### config.mk
export PLATFORM = sky130hd
export DESIGN_NAME = rf_scb
export DESIGN_NICKNAME = d
export VERILOG_FILES = /design/src/rtl/rf_pkg.sv /design/src/rtl/rf_scoreboard.sv /design/src/rtl/rf_scb.sv
export SDC_FILE = /design/constraint.sdc
export NUM_CORES = 2
export LEC_CHECK = 0
export CAP_MARGIN = 10
export CORE_MARGIN = 8
export CORE_UTILIZATION = 60
export DETAILED_ROUTE_END_ITERATION = 7
export GPL_ROUTABILITY_DRIVEN = 0
export PLACE_DENSITY = 0.82
export SYNTH_ARGS = -nofsm -noshare
export SYNTH_HDL_FRONTEND = slang
export SYNTH_SLANG_ARGS = --single-unit
### constraint.sdc
create_clock -name clk -period 6.55 [get_ports clk]
set_input_delay 1.965 -clock clk [delete_from_list [all_inputs] [get_ports clk]]
set_output_delay 1.965 -clock clk [all_outputs]
set_load 0.02 [all_outputs]
### src/rtl/rf_pkg.sv
// Shared widths, types and constants for the rf_scb register file and scoreboard.
package rf_pkg;

   localparam int unsigned RF_DATA_W   = 32;
   localparam int unsigned RF_NUM_REGS = 32;
   localparam int unsigned RF_ADDR_W   = 5;

   typedef logic [RF_ADDR_W-1:0] regAddr_t;
   typedef logic [RF_DATA_W-1:0] regData_t;

   localparam regAddr_t REG_ZERO = '0;

endpackage

### src/rtl/rf_scoreboard.sv
// Pending-write scoreboard: busy bit per register, set at issue, cleared at writeback.
module rf_scoreboard
   import rf_pkg::*;
#(
   parameter int unsigned NUM_REGS = RF_NUM_REGS,
   parameter int unsigned NUM_RD   = 2,
   parameter int unsigned ADDR_W   = $clog2(NUM_REGS)
) (
   input  logic                     clk,
   input  logic                     rstN,
   input  logic                     setValid,
   input  logic [ADDR_W-1:0]        setAddr,
   output logic                     setReady,
   input  logic                     clrValid,
   input  logic [ADDR_W-1:0]        clrAddr,
   input  logic [NUM_RD*ADDR_W-1:0] lookupAddr,
   output logic [NUM_RD-1:0]        lookupBusy,
   output logic [ADDR_W:0]          busyCount
);

   localparam logic [ADDR_W-1:0] ZERO_ADDR = ADDR_W'(REG_ZERO);

   logic [NUM_REGS-1:0] busy_q, busy_d;
   logic [ADDR_W:0]     count_q, count_d;
   logic                set_fire, clr_fire, cnt_inc, cnt_dec;

   // A same-cycle writeback to the issued address frees it in time for the reissue.
   assign setReady = (setAddr == ZERO_ADDR) || !busy_q[setAddr] ||
                     (clrValid && (clrAddr == setAddr));

   assign set_fire = setValid && setReady && (setAddr != ZERO_ADDR);
   assign clr_fire = clrValid && (clrAddr != ZERO_ADDR);

   assign cnt_inc = set_fire && !busy_q[setAddr];
   assign cnt_dec = clr_fire && busy_q[clrAddr] && !(set_fire && (setAddr == clrAddr));

   always_comb begin
      busy_d = busy_q;
      if (clr_fire) busy_d[clrAddr] = 1'b0;
      // Set is applied last so it wins over a same-address clear.
      if (set_fire) busy_d[setAddr] = 1'b1;
   end

   always_comb begin
      count_d = count_q + (ADDR_W+1)'(cnt_inc) - (ADDR_W+1)'(cnt_dec);
   end

   always_ff @(posedge clk or negedge rstN) begin
      if (!rstN) begin
         busy_q  <= '0;
         count_q <= '0;
      end else begin
         busy_q  <= busy_d;
         count_q <= count_d;
      end
   end

   for (genvar i = 0; i < NUM_RD; i++) begin : g_lookup
      assign lookupBusy[i] = busy_q[lookupAddr[i*ADDR_W +: ADDR_W]];
   end

   assign busyCount = count_q;

endmodule

### src/rtl/rf_scb.sv
// Register file with one write port, NUM_RD combinational read ports and a pending-write
// scoreboard. Define RF_SCB_BYPASS_EN to forward writeback data to same-cycle reads.
module rf_scb
   import rf_pkg::*;
#(
   parameter int unsigned DATA_W   = RF_DATA_W,
   parameter int unsigned NUM_REGS = RF_NUM_REGS,
   parameter int unsigned NUM_RD   = 2,
   parameter int unsigned ADDR_W   = $clog2(NUM_REGS)
) (
   input  logic                     clk,
   input  logic                     rstN,
   input  logic                     regWrite,
   input  logic [ADDR_W-1:0]        writeAddr,
   input  logic [DATA_W-1:0]        dataIn,
   input  logic [NUM_RD*ADDR_W-1:0] readAddr,
   output logic [NUM_RD*DATA_W-1:0] dataOut,
   output logic [NUM_RD-1:0]        readBusy,
   input  logic                     issueValid,
   input  logic [ADDR_W-1:0]        issueAddr,
   output logic                     issueReady,
   output logic [ADDR_W:0]          busyCount
);

   localparam logic [ADDR_W-1:0] ZERO_ADDR = ADDR_W'(REG_ZERO);

   if (NUM_RD < 1 || NUM_RD > 4) begin : g_bad_num_rd
      $error("rf_scb: NUM_RD must be 1..4");
   end
   if (NUM_REGS < 2 || (1 << ADDR_W) != NUM_REGS) begin : g_bad_num_regs
      $error("rf_scb: NUM_REGS must be a power of two, at least 2");
   end

   logic [DATA_W-1:0] regs_q [NUM_REGS];
   logic [DATA_W-1:0] regs_d [NUM_REGS];
   logic [NUM_RD-1:0] lookup_busy;
   logic              wr_en;

   // Register 0 is never written, so its storage holds the reset value of zero.
   assign wr_en = regWrite && (writeAddr != ZERO_ADDR);

   always_comb begin
      regs_d = regs_q;
      if (wr_en) regs_d[writeAddr] = dataIn;
   end

   always_ff @(posedge clk or negedge rstN) begin
      if (!rstN) begin
         for (int r = 0; r < NUM_REGS; r++) regs_q[r] <= '0;
      end else begin
         regs_q <= regs_d;
      end
   end

   rf_scoreboard #(
      .NUM_REGS (NUM_REGS),
      .NUM_RD   (NUM_RD),
      .ADDR_W   (ADDR_W)
   ) u_scoreboard (
      .clk        (clk),
      .rstN       (rstN),
      .setValid   (issueValid),
      .setAddr    (issueAddr),
      .setReady   (issueReady),
      .clrValid   (regWrite),
      .clrAddr    (writeAddr),
      .lookupAddr (readAddr),
      .lookupBusy (lookup_busy),
      .busyCount  (busyCount)
   );

   for (genvar i = 0; i < NUM_RD; i++) begin : g_rd
      logic [ADDR_W-1:0] rd_addr;
      logic              fwd_hit;

      assign rd_addr = readAddr[i*ADDR_W +: ADDR_W];
`ifdef RF_SCB_BYPASS_EN
      assign fwd_hit = wr_en && (writeAddr == rd_addr);
`else
      assign fwd_hit = 1'b0;
`endif
      assign dataOut[i*DATA_W +: DATA_W] = fwd_hit ? dataIn : regs_q[rd_addr];
      // A forwarded result is available now, so the read is no longer blocked.
      assign readBusy[i] = lookup_busy[i] & ~fwd_hit;
   end

endmodule

# After elaboration in Yosys (flattened, before gate mapping)
# Index checks and enable logic that the tools add are counted.
[totals] regBits=1062 in_bits=56 word_cells=95
[op_classes] addsub=2 n_lt_le_gt_ge=10 n_eq_ne=2 mux=23 bitwise_logic=6 reduce_logical=18
[op_table] operator="bitwise mux 1024 bit" count=1
[op_table] operator="binary-select mux 32 bit (select 5 bit)" count=2
[op_table] operator="two-way mux 32 bit" count=7
[op_table] operator="demux 32 bit (select 5 bit)" count=1
[op_table] operator="bitwise AND 32 bit" count=1
[op_table] operator="NOT 32 bit" count=1
[op_table] operator="bitwise OR 32 bit" count=1
[op_table] operator="< comparator 5 x 6 -> 1 bit (second input constant)" count=4
[op_table] operator="binary-select mux 1 bit (select 5 bit)" count=4
[op_table] operator="greater-or-equal comparator 6 bit (second input constant)" count=3
[op_table] operator="NOT 5 -> 6 bit" count=3
[op_table] operator="logical AND 1 bit" count=11
[op_table] operator="demux 1 bit (select 5 bit)" count=2
[op_table] operator="== test 5 bit" count=2
[op_table] operator="greater-or-equal comparator 5 x 1 -> 1 bit (second input constant)" count=2
[op_table] operator="nonzero test 5 bit" count=2
[op_table] operator="adder 6 x 1 -> 6 bit" count=1
[op_table] operator="< comparator 6 x 1 -> 1 bit (second input constant)" count=1
[op_table] operator="two-way mux 1 bit" count=6
[op_table] operator="subtractor 6 x 1 -> 6 bit" count=1
[op_table] operator="zero test 5 bit" count=1
[op_table] operator="zero test 1 bit" count=2
[op_table] operator="logical OR 1 bit" count=2

# Longest topological paths before layout
[depth] word_depth=11 mapped_depth=17 ltp_nobuf=15

# By module
# Synthesis repeated with hierarchy kept, for this count alone.
[hier_totals] hier_cells=4931 area_unflattened_um2=59274.3
[by_module_without_submodules] module="rf_scb" instances=1 cells_each=4601 area_each_um2=55942.4 seq_area_each_um2=25624.6
[by_module_without_submodules] module="rf_scoreboard" instances=1 cells_each=330 area_each_um2=3331.9 seq_area_each_um2=950.9

# Worst setup path before layout
# OpenSTA, ideal clock, no wires.
[synth_path] kind="in2out" startpoint="input readAddr[0]" endpoint="output readBusy[0]" t_arrival_ps=3912 t_required_ps=4585 setup_slack_ps=673 path_stages=6 path_cell_list="clkbuf_1 -> clkbuf_1 -> buf_2 -> mux4_2 -> mux4_2 -> mux2_2"
[synth_via] elab_chain_cells=2
[synth_lines] item="start, declared" line="rf_scb.sv:16" rtl="input logic [NUM_RD*ADDR_W-1:0] readAddr,"
[synth_lines] item="binary-select mux 1 bit (select 5 bit)" line="rf_scoreboard.sv:59" rtl="assign lookupBusy[i] = busy_q[lookupAddr[i*ADDR_W +: ADDR_W]];"
[synth_lines] item="two-way mux 1 bit (implied by the code)" line="rf_scoreboard.sv:59"
[synth_lines] item="end, declared" line="rf_scb.sv:18" rtl="output logic [NUM_RD-1:0] readBusy,"
# No other way between the ends. The select of a mux whose other input is x is not followed.

# Final worst setup path
[layout_path] startpoint="input readAddr[0]" endpoint="output dataOut[2]"
[layout_via] elab_chain_cells=4
[layout_lines] item="NOT 5 -> 6 bit (implied by the code)" line="rf_scb.sv:82" rtl="assign dataOut[i*DATA_W +: DATA_W] = fwd_hit ? dataIn : regs_q[rd_addr];"
[layout_lines] item="binary-select mux 32 bit (select 5 bit)" line="rf_scb.sv:82"
[layout_lines] item="two-way mux 32 bit (implied by the code) (2 in a row)" line="rf_scb.sv:82"
[layout_lines] item="end, declared" line="rf_scb.sv:17" rtl="output logic [NUM_RD*DATA_W-1:0] dataOut,"
# No other way between the ends. The select of a mux whose other input is x is not followed.

==> qor.txt <==
Area Overhead vs Synth - 13.3%
First DRT Iteration DRCs - 3340
Syn Area/Cell - 16.6 um^2
Die Wd - 323 um
die area - 0.105 mm^2
Leak - 27.4 nW
xor/xnor share of the synthesized area - 0.00154
ANT nets after route - 0
drt total wl - 157 mm
reg2reg path depth - 16
Hold Violations, Final - 0
syn nets - 3479
Total GRT Usage - 0.306
number of synthesized flops with an enable pin - 0
final setup fails - 0
Starting Density - 0.607
period utilization - 0.994
crit-path leading delay family - multiplexers
Slew HR - 0.231
Mapped Cells - 3416
met2 usage - 0.496
most common cell after layout, fill and taps aside - dfrtp_1
max cap viols - 0
hold path start - regs_q[1004]
GR Overflow Total - 0
crit path DAT - 4.54 ns
CTS root buffer - clkbuf_16
Synth cell types - 50
initial antenna violation count - 6
FF-to-FF Start - u_scoreboard.busy_q[8]
Critical Path End Type - output port
met3 usage - 0.0692
dpl cell area - 0.0603 mm^2
hold-fix buffers at CTS - 0
CP dominant cell by count - mux4_2
mux contribution to synthesized area - 0.478
first-pass GRT wire length - 240 mm
slowest stage cell, crit path - clkdlybuf4s50_1
HPWL Detailed - 93.8 mm
CTS tree - yes
Worst path depth - 7
Top FF cell, synth - dfrtp_1
most frequent cells in the layout - 1062 x dfrtp_1, 990 x mux2_2, 662 x mux4_2
DRC viols - 0
crit start category - input pin
Setup Buffers After CTS - 0
minimum clock period - 6.51 ns
Synth Warn # - 0
Setup crit start - readAddr[0]
simple-gate portion of the synthesized area - 0.00874
compound-cell area share of the yosys netlist - 0.00949
Sink Count - 1062
GR peak layer - met2
num ports - 129
Port Buf Inserts - 128
Worst path max stage delay - 0.57 ns
largest family of logic cells by synthesized area - multiplexers
layout cells sized above 1 - 0.588
largest net degree at the start of global routing - 149
RSZ-0062 raised after global routing - false
post-synthesis register bit count - 1062
sequential area share after synthesis - 0.469
Post-Synth Adder-Cell Area - 0.00168
Worst-Skew Late Latency - 0.70 ns
status - finished, final reports clean
ys async rst share - 1.00
Worst Tran Pin Value - 1.15 ns
Num CTS Buffers - 111
CP Class - in -> out
Pre-antenna DRT Iters - 7
Max Fclk - 154 MHz
crit path max fanout - 13
post-synth top area cell - dfrtp_1
row cnt - 112
grt met1 use - 0.398
final net count - 3482
min-delay worst type - reg -> reg
cell chain of the critical path - buf_8 -> buf_12 -> buf_4 -> mux4_2 -> mux4_2 -> mux2_2 -> clkdlybuf4s50_1
DR WL/cell - 33.0 um
clock slew at reported path FFs - 0.06 ns
Post-Route Setup TNS - 0 ns
number of global-route vias before repair - 37300
core area - 0.0935 mm^2
fin. max-slew vios - 0
H-Tree Depth - 3
Hold Path Cell Cnt - 0
vias per cell - 7.23
top area cells in the synthesized netlist - dfrtp_1 47%, mux4_2 26%, mux2_2 20%, clkbuf_1 1.6%, mux2_1 1.5%
Vias - 34500
VDD IR max - 215 uV
Max Buffers Root-to-Sink - 3
DIE HEIGHT - 323 um
mapped cell area - 0.0567 mm^2
Worst Clk Skew - 0.0108 ns
Power Dens Cells - 316 mW/mm^2
CP bufs+invs - 4
post-route cell area - 0.0642 mm^2
WP data required - 4.59 ns
post-synth top area share - 0.469
## timing repair
action	4_1_cts	5_1_grt
setup endpoints to repair	0	1
resized for setup	0	1
hold endpoints to repair	0	0
## synthesized netlist by cell type (4+ instances only)
cell type / number
o22ai_2: 10
mux2i_1: 18
nor2_1: 25
inv_1: 26
clkbuf_1: 235
nand2_1: 37
xor2_1: 5
buf_1: 37
dfrtp_1: 1062
ha_1: 6
xnor2_1: 5
mux2_1: 77
a32o_1: 16
o22ai_1: 11
mux2_2: 990
nand2b_1: 7
buf_2: 127
nor3b_1: 5
a21oi_1: 4
mux4_2: 662
nand3b_1: 4
nor3_1: 5
## logic make-up after synthesis
group | count (synthesis)
adder cells (fa/ha/maj) | 7
AND/OR/NAND/NOR | 102
buffers and inverters | 428
XOR/XNOR | 10
AO/OA/AOI/OAI | 59
multiplexers | 1748
flip-flops | 1062
## final timing paths
kind	to	slack [ns]
max	dataOut[2]	0.04
min	regs_q[1004]	0.39
max reg2reg	u_scoreboard.busyCount[4]	3.01
min reg2reg	regs_q[1004]	0.39
max in group asynchronous	regs_q[336]	3.88
min in group asynchronous	u_scoreboard.busy_q[25]	1.32
## area by class of cell
class                   count  area [um^2]
flip-flops and latches   1062        26600
repair buffers            292         3530
fillers                  5772        29200
multi-input cells        1926        28500
diodes                      5         12.5
well taps                1254         1570
inverters                  26         97.6
clock inverters            49          693
clock buffers             157         3270
## power breakdown
part | leakage (nW) | internal [W] | switching (W) | total [W]
Sequential | 13.6 | 0.00783 | 0.00101 | 0.00884
Combinational | 11.8 | 0.00288 | 0.00174 | 0.00462
Clock | 1.96 | 0.00410 | 0.00270 | 0.00681
Total | 27.4 | 0.0148 | 0.00546 | 0.0203
## state kept, by name, indices dropped and copies added, names as in the netlist
name                    flops
u_scoreboard.busy_q        32
u_scoreboard.busyCount      6
regs_q                   1024
## through the flow
step | utilization | setup WS [ns] | power (W) | hold WS (ns) | instances
6_report | 0.687 | 0.0425 | 0.0203 | 0.394 | 4771
5_1_grt | 0.687 | 0.00607 | 0.0210 | 0.407 | 4768
4_1_cts | 0.687 | 0.0557 | 0.0203 | 0.398 | 4766
3_5_place_dp | 0.645 | 0.0663 | 0.0135 | 0.383 | 4560
3_3_place_gp | 0.645 | 0.0279 | 0.0131 | 0.376 | 4560
2_1_floorplan | - | 0.673 | 0.0119 | 0.441 | 3416
## layer usage
metal / share of wire / routed length (um) / vias up
li1: - / - / 13400
met1: 0.37 / 58300 / 18700
met2: 0.49 / 77300 / 1836
met3: 0.087 / 13700 / 516
met4: 0.051 / 8060 / 2
met5: 0.000083 / 13 / -
(Power assumes the default switching activity.)
